$ cat src/rtl/rvv_backend_decode_seq_pkg.sv
// Shared types and sizing for the RVV decode sequencer slice.
package rvv_backend_decode_seq_pkg;

  localparam int NUM_DE_UOP      = 4;
  localparam int UOP_INDEX_WIDTH = 3;
  localparam int UQ_FREE_WIDTH   = 4;
  localparam int DE_CNT_WIDTH    = $clog2(NUM_DE_UOP + 1);

  // Sequencer states kept as plain constants for legacy tooling
  typedef logic [0:0] DE_STATE_e;
  localparam DE_STATE_e DE_IDLE = 1'b0;
  localparam DE_STATE_e DE_MID  = 1'b1;

  typedef struct packed {
    logic [6:0] opcode;
    logic [4:0] vd;
    logic [4:0] vs1;
    logic [4:0] vs2;
    logic [2:0] funct3;
    logic [5:0] funct6;
    logic [2:0] vlmul;
  } RVVCmd;

  typedef struct packed {
    logic [6:0]                 opcode;
    logic [4:0]                 vd;
    logic [UOP_INDEX_WIDTH-1:0] uop_index;
    logic                       last;
  } UOP_QUEUE_t;

endpackage

$ cat src/rtl/rvv_backend_decode_seq_cnt.sv
// Counts contiguous valid lanes from lane 0 and clamps the count to the
// free slots of the downstream queue. Purely combinational.
module rvv_backend_decode_seq_cnt
  import rvv_backend_decode_seq_pkg::*;
#(
  parameter int LANES  = NUM_DE_UOP,
  parameter int CNT_W  = DE_CNT_WIDTH,
  parameter int FREE_W = UQ_FREE_WIDTH
) (
  input  logic [LANES-1:0]  lane_valid,
  input  logic [FREE_W-1:0] free,
  output logic [CNT_W-1:0]  n_dec,
  output logic [CNT_W-1:0]  n_push,
  output logic              contiguous
);

  logic             run_s;
  logic [LANES-1:0] mask_s;

  // Count the run of set valid bits starting at lane 0
  always_comb begin
    n_dec = '0;
    run_s = 1'b1;
    for (int k = 0; k < LANES; k++) begin
      if (run_s && lane_valid[k]) begin
        n_dec = n_dec + CNT_W'(1);
      end else begin
        run_s = 1'b0;
      end
    end
  end

  // Rebuild the ideal thermometer mask to detect holes in the valid pattern
  always_comb begin
    mask_s = '0;
    for (int k = 0; k < LANES; k++) begin
      mask_s[k] = (CNT_W'(k) < n_dec);
    end
    contiguous = (mask_s == lane_valid);
  end

  // Clamp the decoded count to the available queue space
  always_comb begin
    if (free < FREE_W'(n_dec)) begin
      n_push = CNT_W'(free);
    end else begin
      n_push = n_dec;
    end
  end

endmodule

$ cat src/rtl/rvv_backend_decode_seq.sv
// Decode sequencer: tracks uop progress of the CQ head instruction, pushes
// decoded uops into the UQ as space allows and pops the CQ on the final uop.
module rvv_backend_decode_seq
  import rvv_backend_decode_seq_pkg::*;
(
  input  logic                                  clk,
  input  logic                                  rst,
  input  logic                                  inst_valid_cq2de,
  input  RVVCmd                                 inst_cq2de,
  output logic                                  pop_de2cq,
  output logic [UOP_INDEX_WIDTH-1:0]            uop_index_remain,
  input  logic [NUM_DE_UOP-1:0]                 dec_uop_valid,
  input  logic [NUM_DE_UOP-1:0]                 dec_uop_last,
  input  UOP_QUEUE_t [NUM_DE_UOP-1:0]           dec_uop,
  input  logic [UQ_FREE_WIDTH-1:0]              uq_free,
  output logic [NUM_DE_UOP-1:0]                 uop_valid_de2uq,
  output UOP_QUEUE_t [NUM_DE_UOP-1:0]           uop_de2uq,
  input  logic                                  trap_flush_rvv,
  output logic                                  busy
);

  logic [UOP_INDEX_WIDTH-1:0] index_r, index_nxt_s;
  DE_STATE_e                  state_r, state_nxt_s;
  RVVCmd                      inst_hold_r, inst_hold_nxt_s;
  logic [DE_CNT_WIDTH-1:0]    n_dec_s, n_push_s;
  logic                       contiguous_s;
  logic                       go_s, done_s, drop_s;
  logic [NUM_DE_UOP-1:0]      push_mask_s;

  rvv_backend_decode_seq_cnt u_cnt (
    .lane_valid (dec_uop_valid),
    .free       (uq_free),
    .n_dec      (n_dec_s),
    .n_push     (n_push_s),
    .contiguous (contiguous_s)
  );

  assign go_s             = inst_valid_cq2de & ~trap_flush_rvv & ~rst;
  assign uop_index_remain = index_r;
  assign busy             = (state_r == DE_MID);

  // Select pushed lanes, detect the final uop and zero-uop drops
  always_comb begin
    push_mask_s = '0;
    for (int k = 0; k < NUM_DE_UOP; k++) begin
      push_mask_s[k] = (DE_CNT_WIDTH'(k) < n_push_s);
    end
    done_s = |(dec_uop_last & push_mask_s);
    drop_s = (n_dec_s == '0) & ~(|dec_uop_last);
  end

  // Drive UQ push and CQ pop; unpushed lanes carry zero
  always_comb begin
    uop_valid_de2uq = '0;
    uop_de2uq       = '0;
    for (int k = 0; k < NUM_DE_UOP; k++) begin
      if (go_s && push_mask_s[k]) begin
        uop_valid_de2uq[k] = 1'b1;
        uop_de2uq[k]       = dec_uop[k];
      end else begin
        uop_valid_de2uq[k] = 1'b0;
        uop_de2uq[k]       = '0;
      end
    end
    pop_de2cq = go_s & (done_s | drop_s);
  end

  // Next index/state; flush wins over completion, absent head holds progress
  always_comb begin
    state_nxt_s     = state_r;
    index_nxt_s     = index_r;
    inst_hold_nxt_s = inst_hold_r;
    if (trap_flush_rvv) begin
      state_nxt_s = DE_IDLE;
      index_nxt_s = '0;
    end else if (!inst_valid_cq2de) begin
      state_nxt_s = state_r;
      index_nxt_s = index_r;
    end else if (done_s || drop_s) begin
      state_nxt_s = DE_IDLE;
      index_nxt_s = '0;
    end else if (n_push_s != '0) begin
      state_nxt_s = DE_MID;
      index_nxt_s = index_r + UOP_INDEX_WIDTH'(n_push_s);
      if (state_r == DE_IDLE) begin
        inst_hold_nxt_s = inst_cq2de;
      end else begin
        inst_hold_nxt_s = inst_hold_r;
      end
    end else begin
      state_nxt_s = state_r;
      index_nxt_s = index_r;
    end
  end

  // Sequencer state registers with synchronous reset
  always_ff @(posedge clk) begin
    if (rst) begin
      index_r     <= '0;
      state_r     <= DE_IDLE;
      inst_hold_r <= '0;
    end else begin
      index_r     <= index_nxt_s;
      state_r     <= state_nxt_s;
      inst_hold_r <= inst_hold_nxt_s;
    end
  end

  // Protocol checks on decoder output, instruction shape and CQ stability
  always_ff @(posedge clk) begin
    if (!rst && inst_valid_cq2de && !trap_flush_rvv) begin
      assert (contiguous_s)
        else $error("decode_seq: non-contiguous dec_uop_valid %b", dec_uop_valid);
      assert (!drop_s)
        else $error("decode_seq: zero-uop instruction dropped");
      assert (done_s || ({1'b0, index_r} + 4'(n_push_s) <= 4'd7))
        else $error("decode_seq: uop index wrap idx=%0d n_push=%0d", index_r, n_push_s);
      assert ((state_r != DE_MID) || (inst_cq2de == inst_hold_r))
        else $error("decode_seq: CQ head changed mid-instruction");
    end
  end

endmodule

$ cat config.mk
export PLATFORM = sky130hd
export DESIGN_NAME = rvv_backend_decode_seq
export DESIGN_NICKNAME = d
export VERILOG_FILES = /design/src/rtl/rvv_backend_decode_seq_pkg.sv /design/src/rtl/rvv_backend_decode_seq_cnt.sv /design/src/rtl/rvv_backend_decode_seq.sv
export SDC_FILE = /design/constraint.sdc
export NUM_CORES = 1
export LEC_CHECK = 0
export ABC_AREA = 1
export ABC_CLOCK_PERIOD_IN_PS = 4600
export CELL_PAD_IN_SITES_DETAIL_PLACEMENT = 1
export CELL_PAD_IN_SITES_GLOBAL_PLACEMENT = 1
export CORE_MARGIN = 2
export CORE_UTILIZATION = 12
export CTS_BUF_LIST = sky130_fd_sc_hd__clkbuf_4 sky130_fd_sc_hd__clkbuf_8
export DETAILED_ROUTE_END_ITERATION = 8
export PLACE_DENSITY = 0.87
export SLEW_MARGIN = 20
export SYNTH_ARGS = -nofsm -noshare
export SYNTH_HDL_FRONTEND = slang
export SYNTH_SLANG_ARGS = --single-unit
$ cat constraint.sdc
create_clock -name clk -period 4.6 [get_ports clk]
set_input_delay 1.38 -clock clk [delete_from_list [all_inputs] [get_ports clk]]
set_output_delay 1.38 -clock clk [all_outputs]
set_load 0.05 [all_outputs]
# Word-level counts from Yosys, hierarchy flattened
# Index checks and enable logic that the tools add are counted.
[op_classes]
addsub = 4
multipliers = 0
div_mod_pow = 0
order_cmp = 5
n_eq_ne = 0
n_shift = 0
n_mux = 20
bitwise = 9
n_reduce_logical = 15
[ops]
columns = ["operator", "n"]
rows = [
  ["2-to-1 mux 16 bit", 4],
  ["2-to-1 mux 3 bit", 6],
  ["2-to-1 mux 1 bit", 10],
  ["adder 3 x 1 -> 3 bit (second input constant)", 3],
  ["OR reduction 4 bit", 2],
  ["logical AND 1 bit", 7],
  ["less-than comparator 1 x 3 -> 1 bit (first input constant)", 2],
  ["less-than comparator 2 x 3 -> 1 bit (first input constant)", 2],
  ["AND 1 bit", 4],
  ["AND 4 bit", 1],
  ["less-than comparator 4 x 3 -> 1 bit", 1],
  ["adder 3 bit", 1],
  ["zero test 3 bit", 1],
  ["NOT 1 bit", 3],
  ["nonzero test 3 bit", 1],
  ["AND reduction 2 bit", 1],
  ["nonzero test 2 bit", 1],
  ["OR reduction 2 bit", 1],
  ["logical OR 1 bit", 1],
  ["OR 1 bit", 1],
]
[totals]
ff_bits = 4
latchBits = 0
ram_bits = 0
romBits = 0
in_bits = 114
output_inout_bits = 73
wordCells = 55
n_memories = 0

# Longest topological paths before layout
# Gate-level depths: netlist of run 1.
[depth]
word_depth = 15
depth_mapped = 26
mapped_depth_nobuf = 26

# By module
# A second synthesis of run 1 with hierarchy kept.
[unflattened]
cells_unflattened = 238
hier_area_um2 = 1255.0
[modules_own_cells]
columns = ["module", "n_inst", "cells_per_inst", "area_per_inst_um2", "seq_area_each_um2"]
rows = [
  ["rvv_backend_decode_seq", 1, 200, 1042.2, 80.1],
  ["rvv_backend_decode_seq_cnt", 1, 38, 212.7, 0.0],
]

# Least setup slack after synthesis of run 1
# No wires, ideal clock.
[synth_timing]
path_type = "input to output"
startpoint = "input port dec_uop_valid[2]"
endpoint = "output port uop_de2uq[48] (netlist bit)"
t_arrival_ps = 4224
path_slack_ps = -1004
path_stages = 17
n_path_buf = 1
path_cell_list = "inv_1 > nand2_1 > nand2_1 > inv_1 > ha_1 > nand2_1 > ha_1 > nand2_1 > inv_1 > nand2_4 > nand2_2 > nand2_2 > nand2_4 > nor2_1 > inv_2 > buf_2 > nor2_1"
[synth_lines]
columns = ["item", "line_no", "rtl"]
rows = [
  ["start, declared", "rvv_backend_decode_seq.sv:12", "input logic [NUM_DE_UOP-1:0] dec_uop_valid,"],
  ["end, declared", "rvv_backend_decode_seq.sv:17", "output UOP_QUEUE_t [NUM_DE_UOP-1:0] uop_de2uq,"],
]

==> run summary, run 1 <==
HPWL after detailed placement -> 6350 µm
commonest cells after routing, fill and taps aside -> inv_1, clkdlybuf4s50_1, buf_12, nor2_4, buf_4
cell depth of the worst flop-to-flop path -> 11
mean area per synthesized cell -> 4.92 µm²
routed via count -> 2113
Worst Tran Pin Value -> 0.506 ns
initial core utilization -> 0.124
Hold Path Class -> flip-flop to flip-flop
full die area -> 10400 µm²
failing checks -> setup timing
EDFF count, synth -> 0
hold path depth -> 2
cts-stage hold buffer count -> 0
number of nets with antenna violations after routing -> 0
gr ovfl total -> 0
Static Leak -> 2.03 nW
clk sinks -> 4
Vias/cell -> 3.81
Worst Path Required -> 3.22 ns
commonest non-fill, non-tap cell in the layout -> inv_1
Die Y -> 102 µm
Residual DRC -> 0
die width -> 102 µm
Crit. End Element -> primary output
Final nets -> 545
Reg-to-Reg Start -> uop_index_remain[0]
Synth Instances -> 233
Detailed Route Iter0 Violations -> 41
Top FF cell, synth -> dfxtp_1
max_cap viols -> 0
Power Density -> 94.9 nW/µm²
Port Buffer Count -> 152
area grow syn2layout -> 307%
status -> finished with violations
clock latency on the worst-skew pair -> 0.21 ns
TritonCTS clock tree -> done
Worst-path clk slew -> 0.03 ns
RSZ-0062 raised after global routing -> true
CP Launch Type -> input pin
register area share after synthesis -> 0.0698
clk buf depth -> 2
fin. max-slew vios -> 0
DR pass1 iterations -> 3
crit path kind -> input pin to primary output
Min Hold Slack -> 0.491 ns
Worst VDD drop -> 0.000146 V
Routed Wire Length -> 7700 µm
Root Driver -> clkbuf_8
Mapped Nets -> 351
layout cells sized above 1 -> 0.551
worst reg2reg setup slack -> 2.76 ns
initial antenna violation count -> 0
Synth cell types -> 24
Routability Congestion -> 0.776
first-pass GRT wire length -> 11700 µm
setup ws final -> -0.142 ns
r2r endpoint -> uop_index_remain[2]
Worst Setup EP -> uop_de2uq[33]
total core area -> 9240 µm²
Highest Clock Rate -> 0.211 GHz
synth top area cells -> inv_1, nor2_1, dfxtp_1
average wire per standard cell -> 13.9 µm
Post-synth ARST share -> 0
via count of the first global-routing pass -> 2341
largest net degree at the start of global routing -> 17
Synth top area share -> 0.281
endpoints failing setup -> 54
Worst Path Arrival -> 3.36 ns
max_slew headroom -> 0.661
min Tclk post-route -> 4.74 ns
IO Count -> 187
fin crit share -> 1.03
Post-Synthesis Cell Area -> 1150 µm²
overall power -> 0.443 mW
Rows -> 35
Total GRT Usage -> 0.143
# H-tree levels -> 1
final hold violations -> 0
Num CTS Buffers -> 3
largest area contributor in the netlist -> inv_1
Ant. Diodes -> 0
Worst Skew -> 0.00109 ns
YS warnings -> 0
Max FO, Critical Path -> 7
Synth Register Bits -> 4
CP startpoint -> dec_uop_valid[2]
[what timing repair did]
action / 4_1_cts / 5_1_grt
pin swaps: 25 / 20
cloned: 0 / 0
endpoints found under the setup margin: 69 / 69
resized for setup: 76 / 28
buffers inserted: 18 / 4
[worst min-delay path by stage]
stage	slack, ns	from	endpoint
after floorplan	0.70	busy	busy
after global placement	0.47	busy	busy
after detailed placement	0.47	busy	busy
after CTS	0.50	busy	busy
after global routing	0.51	busy	busy
final	0.49	busy	busy
[cell families after synthesis]
group / after synthesis / synth area share
and+or+nand+nor: 125 / 0.520
buffers and inverters: 93 / 0.313
AOI/OAI and AO/OA: 6 / 0.0393
adders and majority gates: 4 / 0.0502
DFF: 4 / 0.0698
xor gates and xnor gates: 1 / 0.00763
[registers in the layout, summed over array words and instances (netlist names)]
| signal | flops |
|---|---|
| uop_index_remain | 3 |
| busy | 1 |
[through the flow]
step                std cells  setup slack (ns)  area [µm²]  utilization  setup TNS [ns]
global route              554            -0.248        4670        0.506           -9.94
detailed placement        529            -0.844        4100        0.444          -47.08
CTS                       550            -0.137        4540        0.491           -2.30
global placement          529            -0.727        4100        0.444          -38.72
floorplan                 233            -0.176        1650            -           -4.82
finish                    554            -0.142        4670        0.506           -3.68
[synth_stat cells, types with 3 or more instances]
library cell,count
nand2_4,4
a21oi_1,3
nand2_2,7
inv_2,3
inv_1,86
dfxtp_1,4
nand3_2,3
nor2_1,76
nand4_1,4
nand2_1,18
ha_1,3
nand3_1,7
[metal layers]
layer,part of all wire,vias up,routed length (µm),GRT usage
met3,0.052,0,400,0.0179
met5,0,-,0,0
li1,-,1029,-,-
met4,0,0,0,0.0104
met2,0.65,68,4980,0.325
met1,0.30,1016,2320,0.133
[final cells by class]
type                    count  area (µm²)
well taps                 129         161
multi-input cells         136        1410
clock buffers               3        41.3
inverters                  89         372
flip-flops and latches      4        80.1
fillers                  1037        4570
repair buffers            193        2610
[power by group]
part / internal, mW / switching, mW / leakage (nW) / total, mW
sequential: 0.0359 / 0.000891 / 0.0323 / 0.0367
combinational: 0.168 / 0.167 / 1.98 / 0.335
clock: 0.0556 / 0.0158 / 0.0216 / 0.0714
[worst max-delay path, stage by stage]
cell and delay, ns:
buf_12 0.11, clkinv_8 0.04, nand2_4 0.04, nand2_4 0.06
inv_4 0.04, ha_4 0.25, inv_2 0.04, nand3_4 0.07
nand2_4 0.06, nand2_2 0.05, nand3_2 0.07, nand2_4 0.12
nand2_4 0.07, nand2_4 0.12, nand2_8 0.10, nand2_8 0.10
nand2_8 0.07, inv_8 0.07, nand2_8 0.07, buf_12 0.16
nor2_4 0.12, buf_12 0.14
Note: power is estimated with default switching activity, not from simulation.
==> run 2, diff against run 1 <==
--- a/config.mk
+++ b/config.mk
@@ -9,7 +9,7 @@
 export ABC_CLOCK_PERIOD_IN_PS = 4600
 export CELL_PAD_IN_SITES_DETAIL_PLACEMENT = 1
 export CELL_PAD_IN_SITES_GLOBAL_PLACEMENT = 1
-export CORE_MARGIN = 2
+export CORE_MARGIN = 10
 export CORE_UTILIZATION = 12
 export CTS_BUF_LIST = sky130_fd_sc_hd__clkbuf_4 sky130_fd_sc_hd__clkbuf_8
 export DETAILED_ROUTE_END_ITERATION = 8
==> run summary, run 2 (synthesis results as in run 1) <==
status -> finished with violations
failing checks -> setup timing
Layout fillers -> 1028
fin. max-slew vios -> 0
Residual DRC -> 0
Root Driver -> clkbuf_8
die width -> 118 µm
CP Launch Type -> input pin
initial antenna violation count -> 0
via count of the first global-routing pass -> 2467
crit-path most repeated cell -> nand2_4
crit path kind -> input pin to primary output
Max FO, Critical Path -> 8
RSZ-0062 raised after global routing -> true
critical path cell sequence -> buf_8, clkinv_8, nand2_4, nand2_4, inv_2, ha_4, inv_2, nand3_4, nand2_2, nand2_2, nand3_2, nand2_4, nand2_4, nand2_4, nand2_8, buf_6, nor2_4, buf_12, inv_16, nor2_4, buf_12
clk sinks -> 4
worst reg2reg setup slack -> 2.83 ns
full die area -> 13900 µm²
number of cells on the critical path -> 21
clock latency on the worst-skew pair -> 0.22 ns
CP startpoint -> dec_uop_valid[2]
largest net degree at the start of global routing -> 17
gr ovfl total -> 0
average wire per standard cell -> 16.1 µm
final total negative setup slack -> -3.66 ns
cell depth of the worst flop-to-flop path -> 11
Num CTS Buffers -> 3
Ant. Diodes -> 0
Die Y -> 118 µm
Worst Path Arrival -> 3.32 ns
routed via count -> 2118
post-route insts no fill -> 553
Total GRT Usage -> 0.125
max_slew headroom -> 0.654
IO Count -> 187
highest-delay cell along the critical path -> ha_4
Worst VDD drop -> 0.000148 V
Static Leak -> 2.01 nW
first-pass GRT wire length -> 14100 µm
final hold violations -> 0
Worst Skew -> 0.00334 ns
overall power -> 0.447 mW
CP bufs+invs -> 8
cts-stage hold buffer count -> 0
Worst Path Required -> 3.22 ns
cell family with the largest share of critical-path delay -> simple AND/OR/NAND/NOR gates
Final Cell Area -> 4670 µm²
Routability Congestion -> 0.794
Detailed Route Iter0 Violations -> 27
Finished Core Util -> 0.503
endpoints failing setup -> 65
total core area -> 9280 µm²
Final nets -> 544
setup ws final -> -0.100 ns
fin crit share -> 1.02
Reg-to-Reg Start -> uop_index_remain[0]
Routed Wire Length -> 8910 µm
Hold Path Class -> flip-flop to flip-flop
Rows -> 35
r2r endpoint -> uop_index_remain[2]
Crit. End Element -> primary output
initial core utilization -> 0.124
placed inst area -> 4120 µm²
TritonCTS clock tree -> done
min Tclk post-route -> 4.70 ns
slowest stage delay, CP -> 0.25 ns
number of nets with antenna violations after routing -> 0
number of flip-flops in the largest register -> 3
Worst Tran Pin Value -> 0.517 ns
max_cap viols -> 0
# H-tree levels -> 1
HPWL after detailed placement -> 7380 µm
Vias/cell -> 3.83
DR pass1 iterations -> 4
area grow syn2layout -> 307%
Power Density -> 95.8 nW/µm²
Worst Setup EP -> uop_de2uq[51]
commonest cells after routing, fill and taps aside -> inv_1, clkdlybuf4s50_1, buf_12, nor2_4, buf_4
layout cells sized above 1 -> 0.535
Worst-path clk slew -> 0.03 ns
Port Buffer Count -> 152
clk buf depth -> 2
DP Cell Count -> 530
Highest Clock Rate -> 0.213 GHz
commonest non-fill, non-tap cell in the layout -> inv_1
[run 2: changes by cell type in the layout (fill, tap and decap cells not counted), sizes merged]
cell   previous run  this run
inv              86        87
nand2            29        32
buf             114       109
[run 2: final cells by class]
class	count	area, µm²	share of cell area
Inverter	89	383	0.0820
Sequential cell	4	80.1	0.0172
Tap cell	129	161	0.0346
Timing Repair Buffer	188	2540	0.545
Clock buffer	3	41.3	0.00885
Timing Repair inverter	1	16.3	0.00349
Multi-Input combinational cell	139	1440	0.309
[run 2: stage by stage]
stage          setup slack, ns  hold WS [ns]
2_1_floorplan           -0.176         0.696
3_5_place_dp            -0.826         0.487
5_1_grt                 -0.233         0.512
3_3_place_gp            -0.717         0.464
4_1_cts                -0.0929         0.496
6_report                -0.100         0.496
[run 2: layer usage]
metal	global-route usage	vias to the layer above	part of all wire
met5	0	-	0
met1	0.124	1001	0.35
met2	0.260	79	0.60
li1	-	1034	-
met3	0.0264	4	0.050
met4	0.0116	0	0.0021
[run 2: power by group]
| part | leakage (nW) | switching (mW) | internal [mW] |
|---|---|---|---|
| clock network | 0.0216 | 0.0189 | 0.0559 |
| registers | 0.0323 | 0.000815 | 0.0358 |
| logic | 1.96 | 0.171 | 0.164 |
| total | 2.01 | 0.191 | 0.256 |
[run 2: what timing repair did]
item	4_1_cts	5_1_grt
hold endpoints to repair	0	0
setup endpoints to repair	69	69
pin swaps	33	10
cloned	4	0
gates resized for setup	73	22
setup buffers	13	3
[run 2: worst min-delay path by stage]
stage / start / end / slack, ns / cells past startpoint
floorplan: busy / busy / 0.70 / 2
global placement: busy / busy / 0.46 / 2
detailed placement: busy / busy / 0.49 / 2
CTS: busy / busy / 0.50 / 2
global route: busy / busy / 0.51 / 2
finish: busy / busy / 0.50 / 2
[run 2: tightest hold or removal path, stage by stage (launching register included)]
cell and delay, ns:
dfxtp_1 0.32, nand2_2 0.08, a21oi_2 0.05
==> run 3, diff against run 2 <==
--- a/config.mk
+++ b/config.mk
@@ -14,7 +14,7 @@
 export CTS_BUF_LIST = sky130_fd_sc_hd__clkbuf_4 sky130_fd_sc_hd__clkbuf_8
 export DETAILED_ROUTE_END_ITERATION = 8
 export PLACE_DENSITY = 0.87
-export SLEW_MARGIN = 20
+export SLEW_MARGIN = 10
 export SYNTH_ARGS = -nofsm -noshare
 export SYNTH_HDL_FRONTEND = slang
 export SYNTH_SLANG_ARGS = --single-unit
==> results of run 3 <==
No change in the layout: final DEF, timing and power equal those of run 2.
